==> src/rtl/dmem_periph_bridge.sv <==
// Data-memory bridge: decodes a 16-byte peripheral window (cycle timer with compare
// interrupt, byte TX FIFO) and passes every other access straight through to the RAM.
module dmem_periph_bridge #(
   parameter logic [31:0] PERIPH_BASE = 32'h8000_0000,
   parameter int unsigned FIFO_DEPTH  = 4
) (
   input  logic        clk,
   input  logic        reset,
   input  logic [31:0] daddr,
   input  logic [31:0] dwdata,
   input  logic [3:0]  dwe,
   output logic [31:0] drdata,
   output logic [3:0]  mem_dwe,
   input  logic [31:0] mem_drdata,
   output logic [7:0]  tx_data,
   output logic        tx_valid,
   input  logic        tx_ready,
   output logic        irq
);

   localparam int unsigned PW = (FIFO_DEPTH > 1) ? $clog2(FIFO_DEPTH) : 1;
   localparam int unsigned CW = PW + 1;
   localparam logic [CW-1:0] DEPTH_C = CW'(FIFO_DEPTH);

   logic           hit;
   logic [1:0]     off;
   logic           word_wr, st_wr, push_req, push_ok, pop, full, empty, match;
   logic [31:0]    reg_rdata;
   logic [3:0]     count4;
   logic           unused_addr_lsb;

   logic [31:0]    cnt_q, cnt_d;
   logic [31:0]    cmp_q, cmp_d;
   logic           pend_q, pend_d;
   logic           ovf_q, ovf_d;
   logic [PW-1:0]  rptr_q, rptr_d;
   logic [PW-1:0]  wptr_q, wptr_d;
   logic [CW-1:0]  count_q, count_d;
   logic [7:0]     mem_q [FIFO_DEPTH];

   assign hit             = (daddr[31:4] == PERIPH_BASE[31:4]);
   assign off             = daddr[3:2];
   assign unused_addr_lsb = ^daddr[1:0];

   assign word_wr  = (dwe == 4'b1111);
   assign st_wr    = hit & (off == 2'd1) & dwe[0] & ~reset;
   assign push_req = hit & (off == 2'd0) & dwe[0] & ~reset;

   assign full     = (count_q == DEPTH_C);
   assign empty    = (count_q == '0);
   assign tx_valid = ~empty;
   assign pop      = tx_valid & tx_ready;
   // A full FIFO still accepts a byte when the head leaves in the same cycle.
   assign push_ok  = push_req & (~full | pop);

   assign match    = (cnt_q == cmp_q);
   assign count4   = 4'(count_q);

   assign tx_data  = mem_q[rptr_q];
   assign irq      = pend_q;

   assign mem_dwe  = (hit | reset) ? 4'b0000 : dwe;
   assign drdata   = hit ? reg_rdata : mem_drdata;

   always_comb begin
      reg_rdata = '0;
      case (off)
         2'd0:    reg_rdata = '0;
         2'd1:    reg_rdata = {24'b0, count4, ovf_q, pend_q, empty, full};
         2'd2:    reg_rdata = cnt_q;
         default: reg_rdata = cmp_q;
      endcase
   end

   always_comb begin
      cnt_d = cnt_q + 32'd1;
      if (hit && (off == 2'd2) && word_wr)
         cnt_d = dwdata;

      cmp_d = cmp_q;
      if (hit && (off == 2'd3) && word_wr)
         cmp_d = dwdata;

      // Sticky flags: a set in the same cycle as a software clear wins.
      pend_d = pend_q;
      if (st_wr && dwdata[2])
         pend_d = 1'b0;
      if (match)
         pend_d = 1'b1;

      ovf_d = ovf_q;
      if (st_wr && dwdata[3])
         ovf_d = 1'b0;
      if (push_req && !push_ok)
         ovf_d = 1'b1;

      rptr_d = pop     ? rptr_q + PW'(1) : rptr_q;
      wptr_d = push_ok ? wptr_q + PW'(1) : wptr_q;

      count_d = count_q;
      case ({push_ok, pop})
         2'b10:   count_d = count_q + CW'(1);
         2'b01:   count_d = count_q - CW'(1);
         default: count_d = count_q;
      endcase
   end

   always_ff @(posedge clk) begin
      if (reset) begin
         cnt_q   <= '0;
         cmp_q   <= '1;
         pend_q  <= 1'b0;
         ovf_q   <= 1'b0;
         rptr_q  <= '0;
         wptr_q  <= '0;
         count_q <= '0;
      end else begin
         cnt_q   <= cnt_d;
         cmp_q   <= cmp_d;
         pend_q  <= pend_d;
         ovf_q   <= ovf_d;
         rptr_q  <= rptr_d;
         wptr_q  <= wptr_d;
         count_q <= count_d;
      end
   end

   always_ff @(posedge clk) begin
      if (push_ok)
         mem_q[wptr_q] <= dwdata[7:0];
   end

endmodule

==> config.mk <==
export PLATFORM = sky130hd
export DESIGN_NAME = dmem_periph_bridge
export DESIGN_NICKNAME = d
export VERILOG_FILES = /design/src/rtl/dmem_periph_bridge.sv
export SDC_FILE = /design/constraint.sdc
export NUM_CORES = 1
export LEC_CHECK = 0
export CORE_MARGIN = 1
export CORE_UTILIZATION = 54
export CTS_CLUSTER_DIAMETER = 200
export DETAILED_ROUTE_END_ITERATION = 7
export PLACE_DENSITY = 0.86
export SYNTH_ARGS = -nofsm -noshare
export SYNTH_HDL_FRONTEND = slang
export SYNTH_SLANG_ARGS = --single-unit
==> constraint.sdc <==
create_clock -name clk -period 3.95 [get_ports clk]
set_input_delay 0.395 -clock clk [delete_from_list [all_inputs] [get_ports clk]]
set_output_delay 0.395 -clock clk [all_outputs]
set_load 0.02 [all_outputs]
Word level (Yosys, flattened, before mapping) --
Memory sizes are Yosys's and may differ from the RTL's. A register that Yosys moved wholly into a read port is not among the register bits. Cells that the tools add are included.
Operators by class: bitwise operators 13, order comparisons 0, add/sub/neg operators 5, multiply operators 0, equality and inequality tests 9, reductions and logical operators 13, muxes and demuxes 13, div/mod/pow operators 0, shift operators 0
Operators with widths (count):
- $pmux W32 S3 | 1
- $mux W32 | 2
- $add A32 B1 Y32 const B | 1
- $eq A32 B32 Y1 | 1
- $eq A28 B28 Y1 const B | 1
- $and A1 B1 Y1 | 8
- $logic_and A1 B1 Y1 | 7
- $eq A2 B2 Y1 const B | 3
- $mux W1 | 6
- $pmux W3 S2 | 1
- $reduce_bool A2 Y1 | 3
- $add A2 B1 Y2 const B | 2
- $eq A2 B1 Y1 const B | 2
- $eq A4 B4 Y1 const B | 1
- $mux W2 | 2
- $mux W4 | 1
- $add A3 B1 Y3 const B | 1
- $eq A3 B3 Y1 const B | 1
- $logic_not A3 Y1 | 1
- $not A1 Y1 | 3
- $sub A3 B1 Y3 const B | 1
- $logic_not A2 Y1 | 1
- $or A1 B1 Y1 | 2
- $logic_not A1 Y1 | 1
Word-level totals: memory bits (read-only) 0, word-level logic and storage cells 61, memories kept 1, bits in registers 73, memory bits (writable) 32, input port bits 103, latch bits 0, output and inout port bits 46
Memory list:
- mem_q | depth 4, width 8, read ports 1, clocked after memory_dff 1, wr ports 1, line 39 | logic [7:0] mem_q [FIFO_DEPTH];

Depth between registers and ports, before layout --
Gate-level depths: netlist of the first run.
depth after elaboration 8, mapped depth 8, mapped depth without buffers 8

Least setup slack after synthesis of the first run --
Ideal clock, no wire load.
path kind input to register, from input port daddr[19], to register count_q[2], data arrival time 2284 ps, setup time 121 ps, path buffers 0, setup slack 1545 ps, data required time 3829 ps, stages 8, cell sequence nor4_2 > nand3_1 > nor3b_2 > nor2_1 > fa_1 > and2_1 > mux2i_1 > mux2_2
Between the ends: word-level cells in the longest chain between the ends 7, elaborated cells between the ends (all ways) 9, classes of those cells eq/ne (3); mux (1); bitwise (4); reduce/logical (1)
RTL lines:
- start, declared | line 9 | input logic [31:0] daddr,
- $eq A28 B28 Y1 (*) | line 41 | assign hit = (daddr[31:4] == PERIPH_BASE[31:4]);
- $and A1 B1 Y1 (*) (3 in a row) | line 47 | assign push_req = hit & (off == 2'd0) & dwe[0] & ~reset;
- $and A1 B1 Y1 (*) | line 54 | assign push_ok = push_req & (~full | pop);
- $eq A2 B1 Y1 or $eq A2 B2 Y1 (tied branches) | line 101 | case ({push_ok, pop})
- $pmux W3 S2 or $reduce_bool A2 Y1 (tied branches)
- end signal, assigned | line 124 | count_q <= count_d;
- end, declared | line 38 | logic [CW-1:0] count_q, count_d;
Mark *: on every way between the ends. The rest lies on a longest branch, timed or not. A chain may end at the register's enable or synchronous reset.

Worst setup path in the final report of the first run --
from input port daddr[13], to output port drdata[24]
Between the ends: word-level cells in the longest chain between the ends 2
RTL lines:
- $eq A28 B28 Y1 | line 41
- $mux W32 | line 63 | assign drdata = hit ? reg_rdata : mem_drdata;
- end, declared | line 12 | output logic [31:0] drdata,
Every way passes these cells.

==> results by group, run 1 <==
Outcome
  • Status: finished, final reports clean

Routing
  • Drt first pass iters: 5
  • Wirelength, routed: around 16,000 um
  • Drt via density: roughly 6
  • Residual DRC: 0
  • Wirelength per Cell: 17.96 um
  • Via Count: approximately 5,200
  • Post-route ant nets: 0
  • DRT iter0 DRCs: 390

Clock network
  • Post-CTS Setup Inserts: 0
  • Clk_lat worst skew: approximately 0.35 ns
  • Clock tree root buffer cell: clkbuf_16
  • Resized Gates After CTS: 0
  • Hold buffer count at CTS: 0
  • Cts bufs inserted: 9
  • Clock Path Buffers: 2
  • Clock-pin slew of the registers on the worst-case setup and hold paths: 0.08 ns
  • CTS tree: done
  • Clock sinks: approximately 110
  • CTS H-tree depth: 3

Pwr
  • Tot Pwr: 2.346 mW
  • Pint: 1.792 mW
  • Pwr per Cell Area: about 290 nW/um^2
  • LEAKAGE: between 2 and 3 nW
  • Worst vdd ir: around 0.20 mV
  • Clock share of power: 0.397
  • Logic pwr share: 0.119
  • Reg power frac: 0.484
  • Sw Ratio: 0.2361
  • P_sw: approximately 0.55 mW

Floorplan
  • Die Y-Extent: ~110 um
  • Die area: around 12,000 um^2
  • Starting density of the core: 0.5658
  • Core Area: 11,030 um^2
  • Row cnt: 38
  • I/O pin cnt: between 100 and 150
  • Die W: between 100 and 150 um

Yosys
  • Syn_nets: 738
  • Gate Count Post-Synth: between 600 and 700
  • Synth Flop Type: dfxtp_1
  • Yosys cell types: 45
  • Area of the mapped netlist: approximately 6200 um^2
  • Syn Area/Cell: ~9.9 um^2
  • Post-synth EDFFs: 32
  • Post-synthesis sequential area ratio: 0.3945
  • Register bit total from synthesis: 107
  • Async SR Flop Fraction: 0
  • Yosys warning count: 0

Final layout
  • Most common cell after layout, fill and taps aside: clkdlybuf4s50_1
  • Synth-to-layout area growth: 28.41%
  • Total Nets Final: 859
  • Antenna Cells: 0
  • Commonest cells after routing, fill and taps aside: 145 x clkdlybuf4s50_1, 77 x nand2_1, 75 x dfxtp_1
  • Layout cell share with drive strength beyond 1: 0.1470

Place
  • DP HPWL: 11,620 um
  • Dpl ws: ~0.44 ns
  • RePlAce Congestion: 0.8777
  • IO Port Bufs: between 100 and 150

Global routing
  • Grt ovf: 0
  • Largest net degree at the start of global routing: 83
  • Vias in the first global route: about 5,200
  • Initial antenna violation count: 0
  • Gr usage total: 0.2772
  • First-pass GRT wire length: approximately 26,000 um

Worst setup path
  • Crit start category: input port
  • Crit Path Max Fanout: 37
  • Crit path capture type: primary output
  • Critical path type: input port to primary output
  • Required @ worst endpoint: ~3.6 ns
  • Crit path DAT: slightly above 3 ns

Timing
  • Fin crit period: around 3.5 ns
  • Unrepaired setup endpoints after global routing: no
  • Worst setup margin: ~0.45 ns
  • Worst-Margin Slew: around 1.0 ns
  • Relative slew slack: 0.3079
  • Final Hold Vio Count: 0
  • Setup_tns: 0 ns
  • Final count of negative-setup-slack endpoints: 0
  • Count of final max-slew check failures: 0
  • Final period util: 0.8862
  • Clk_skew: 0.008245 ns
  • Fmax: about 0.29 GHz

Hold path
  • HP Class: flop to flop

Run
  • Max cap viols: 0
stage by stage:
step	cell area, um^2	instances	hold slack, ns	utilization
floorplan	6241	629	0.4471	-
global placement	7707	879	0.4591	0.6987
detailed placement	7707	879	0.4803	0.6987
CTS	8014	895	0.4910	0.7265
global route	8014	895	0.5378	0.7265
finish	8014	895	0.4982	0.7265
area by class of cell:
cell class                 instances  area [um^2]
tap                              140        175.2
multi-input combinational        470         3512
timing repair buffer             157         1539
clock inverter                     7        81.33
inverter                           5        18.77
sequential                       107         2462
fill                             768         3017
clock buffer                       9        225.2
synth_stat cells, types with 7 or more instances:
cell,instances,share of area
and4_1,8,0.011
buf_6,7,0.013
mux4_2,8,0.029
xor2_1,19,0.027
nand2_1,77,0.046
nor2b_1,35,0.035
edfxtp_1,32,0.15
nand3_1,15,0.012
nor2_1,54,0.032
buf_2,7,0.0056
dfxtp_1,75,0.24
clkbuf_1,26,0.016
a211o_1,32,0.045
nand4_1,19,0.019
xnor2_1,45,0.063
o21ai_0,34,0.027
mux2_2,29,0.052
a211oi_2,31,0.062
worst paths after layout:
check	start	end	cells past startpoint	slack (ns)
min reg2reg	ovf_q	ovf_q	2	0.50
max reg2reg	count_q[0]	count_q[2]	7	1.79
min	ovf_q	ovf_q	2	0.50
max	daddr[13]	drdata[24]	7	0.45
worst max-delay path: stages:
cell	delay [ns]
clkdlybuf4s50_1	0.45
nor4b_4	0.33
nand4_4	0.18
or2_2	0.59
buf_4	0.30
o21ai_0	0.21
clkdlybuf4s50_1	0.64
sequential cells by signal, indices dropped and copies added, names as in the netlist, named ones only:
name     cells
cmp_q       32
count_q      3
irq          1
ovf_q        1
wptr_q       2
cnt_q       32
mem_q       32
rptr_q       2
logic make-up (layout without fill, tap and decap cells):
family	Yosys count	after routing	synth area share
AO/OA/AOI/OAI	108	108	0.1478
adder cells (fa/ha/maj)	6	6	0.01323
XOR/XNOR	64	64	0.08982
flip-flops	107	107	0.3945
buffers and inverters	52	178	0.04290
multiplexers	42	42	0.08921
AND/OR/NAND/NOR	250	250	0.2225
routing by layer:
metal  vias to the layer above  wire length [um]  global-route usage
li1                       2489                 -                   -
met1                      2546              6843              0.3517
met2                       178              8206              0.4919
met3                        30               737             0.03320
met4                         0               282             0.08381
met5                         -                 0                   0
power groups by stage:
stage	logic, mW	registers [mW]	clock network, mW
after floorplan	0.105	1.16	0
after global placement	0.273	1.16	0
after CTS	0.279	1.13	0.931
after detailed placement	0.277	1.16	0
after global routing	0.297	1.14	0.980
final	0.279	1.13	0.932
No activity file was read; power rests on OpenSTA's default activity.
==> inputs of run 2 (changes only) <==
Settings changed: CTS_CLUSTER_SIZE from default to 16.
==> results of run 2 <==
Final layout, timing and power as in run 1 (identical DEF).
==> inputs of run 3 (changes only) <==
Settings changed: CAP_MARGIN from default to 20.
==> results of run 3 <==
Final layout, timing and power as in run 1 (identical DEF).
==> patch: new RTL, flow settings as in run 2 <==
Register the output `irq` once more, with the module's reset; this adds one clock of latency there. The other outputs are not delayed to match.
--- a/src/rtl/dmem_periph_bridge.sv
+++ b/src/rtl/dmem_periph_bridge.sv
@@ -57,7 +57,13 @@
    assign count4   = 4'(count_q);
 
    assign tx_data  = mem_q[rptr_q];
-   assign irq      = pend_q;
+   always_ff @(posedge clk) begin
+      if (reset) begin
+         irq <= '0;
+      end else begin
+         irq <= pend_q;
+      end
+   end
 
    assign mem_dwe  = (hit | reset) ? 4'b0000 : dwe;
    assign drdata   = hit ? reg_rdata : mem_drdata;
Check against the original RTL: not equivalent (a bounded check fails within 4 cycles, from zero or initial values and one cycle with reset high).
==> patch against run 2 <==
  * Area after synthesis decreased by 2.3%
  * Wire length increased by 2.7%
  * Setup slack got worse by 180 ps
  * Via count increased by 1.3%
  * Final area decreased by 1.9%
  * Power decreased by 2.0%
  * Critical path depth unchanged
  * Cell count decreased by 0.22%
  * Sequential cell count increased by 1
==> patch: results (changes against run 2) <==
diodes inserted - 0 (unchanged)
reg2reg end - cnt_q[31]$_SDFF_PP0_
worst slack at placement - 283 ps (-161 ps)
Worst EP arrival - 3280 ps (+170 ps)
xor/xnor share of the synthesized area - 9.05% (+0.072 points)
ClkCell Share - 3.71% (-0.12 points)
Finished Layout Cells - 893 (-0.22%)
Initial DRC Count - 317 (-19%)
CP max stage cell - nor4_1
die area - 11,700 sq um (-2.3%)
Min Hold Slack - 415 ps (-83.1 ps)
Pleak - 0.00273 uW (-0.31%)
R2R depth - 5 (-2)
GPL Wtd Cong - 0.853 (-2.8%)
final WL - 16,500 um (+2.7%)
Synth Area in Adders - 1.35% (+0.032 points)
#MultiIn Comb - 471 (+0.21%)
sequential cell count - 108 (+0.93%)
Post-Place Cells - 877 (-0.23%)
Skew-Pair Late Insertion Delay - 350 ps (about the same)
multi-input combinational area share - 43.0% (-0.84 points)
post-synthesis sequential area ratio - 40.7% (+1.3 points)
Buffers, non-clock - 155 (-1.3%)
class of the worst hold path - input pin to flip-flop
DP Wirelength - 11,600 um (+0.20%)
Net Count, Synth - 741 (+0.41%)
max-cap viol count - 0 (unchanged)
number of fill cells - 798 (+3.9%)
status - completed
critical path's top delay family - simple AND/OR/NAND/NOR gates
first-pass GRT wire length - 26,600 um (+3.9%)
hold depth - 4 (+2)
Mapped Cells - 632 (+0.48%)
RR Startpoint - cnt_q[2]$_SDFF_PP0_
clk_skew - 7.44 ps (-0.807 ps)
Post-synth EDFFs - 32 (unchanged)
Synth area leaders - dfxtp_1 25%, edfxtp_1 16%, xor2_1 7.5%
IO buf count - 146 (unchanged)
hold path start - reset
number of global-route vias before repair - 5,454 (+4.5%)
Slew HR - 38.4% (+7.6 points)
Largest stage delay, worst path - 670 ps (+30 ps)
largest net degree at the start of global routing - 84 (+1.2%)
Net count, final - 857 (-0.23%)
share of cells above drive strength 1 - 11.2% (-3.5 points)
Area after DPL - 7570 sq um (-1.7%)
R2R setup slack - 1560 ps (-230 ps)
Inverters - 3 (-2)
Non-clock buffer share - 19.4% (+0.17 points)
Seq/total area - 31.6% (+0.84 points)
number of vias per cell - 5.95 (+1.6%)
Commonest cells post-synth - 76 x dfxtp_1, 69 x nand2_1, 61 x nor2_1, 52 x xor2_1
Core Util, Final - 71.9% (-0.73 points)
gr usage total - 29.2% (+1.5 points)
post-synthesis compound-gate area fraction - 12.0% (-2.7 points)
mux share of post-synthesis cell area - 9.34% (+0.42 points)
clock transition at the registers of the reported paths - 80 ps (about the same)
maximum VDD drop - 0.190 mV (-5.9%)
synth unique cells - 47 (+4.4%)
crit-path max FO - 21 (-43%)
==> patch: cell types whose count changed after synthesis, moves of 4 or more <==
cell / delta
clkbuf_1: +7
xnor2_1: -34
a211oi_1: +20
xor2_1: +33
nor4_1: +8
nand3_1: +21
nand2_1: -8
o21ai_0: -27
buf_6: -4
a211oi_2: -20
nor2_1: +7
==> patch: worst max path at each step <==
stage,from,to,slack (ps),cells past startpoint
2_1_floorplan,daddr[27],drdata[6],1390,6
5_1_grt,daddr[19],drdata[4],60,7
4_1_cts,daddr[19],drdata[2],270,7
3_3_place_gp,daddr[19],drdata[2],380,7
6_report,daddr[19],drdata[2],270,7
3_5_place_dp,daddr[19],drdata[2],280,7
==> patch: power by group <==
part | internal (uW) | switching (uW)
Combinational | 152 | 111
Clock | 446 | 444
Sequential | 1140 | 4.61
==> patch: per-layer routing <==
layer,vias to the layer above,global-route usage (%),part of all wire (%)
li1,2511,-,-
met1,2535,34.6,39
met2,215,51.6,51
met3,52,4.34,5.9
met4,0,14.0,3.6
met5,-,0,0
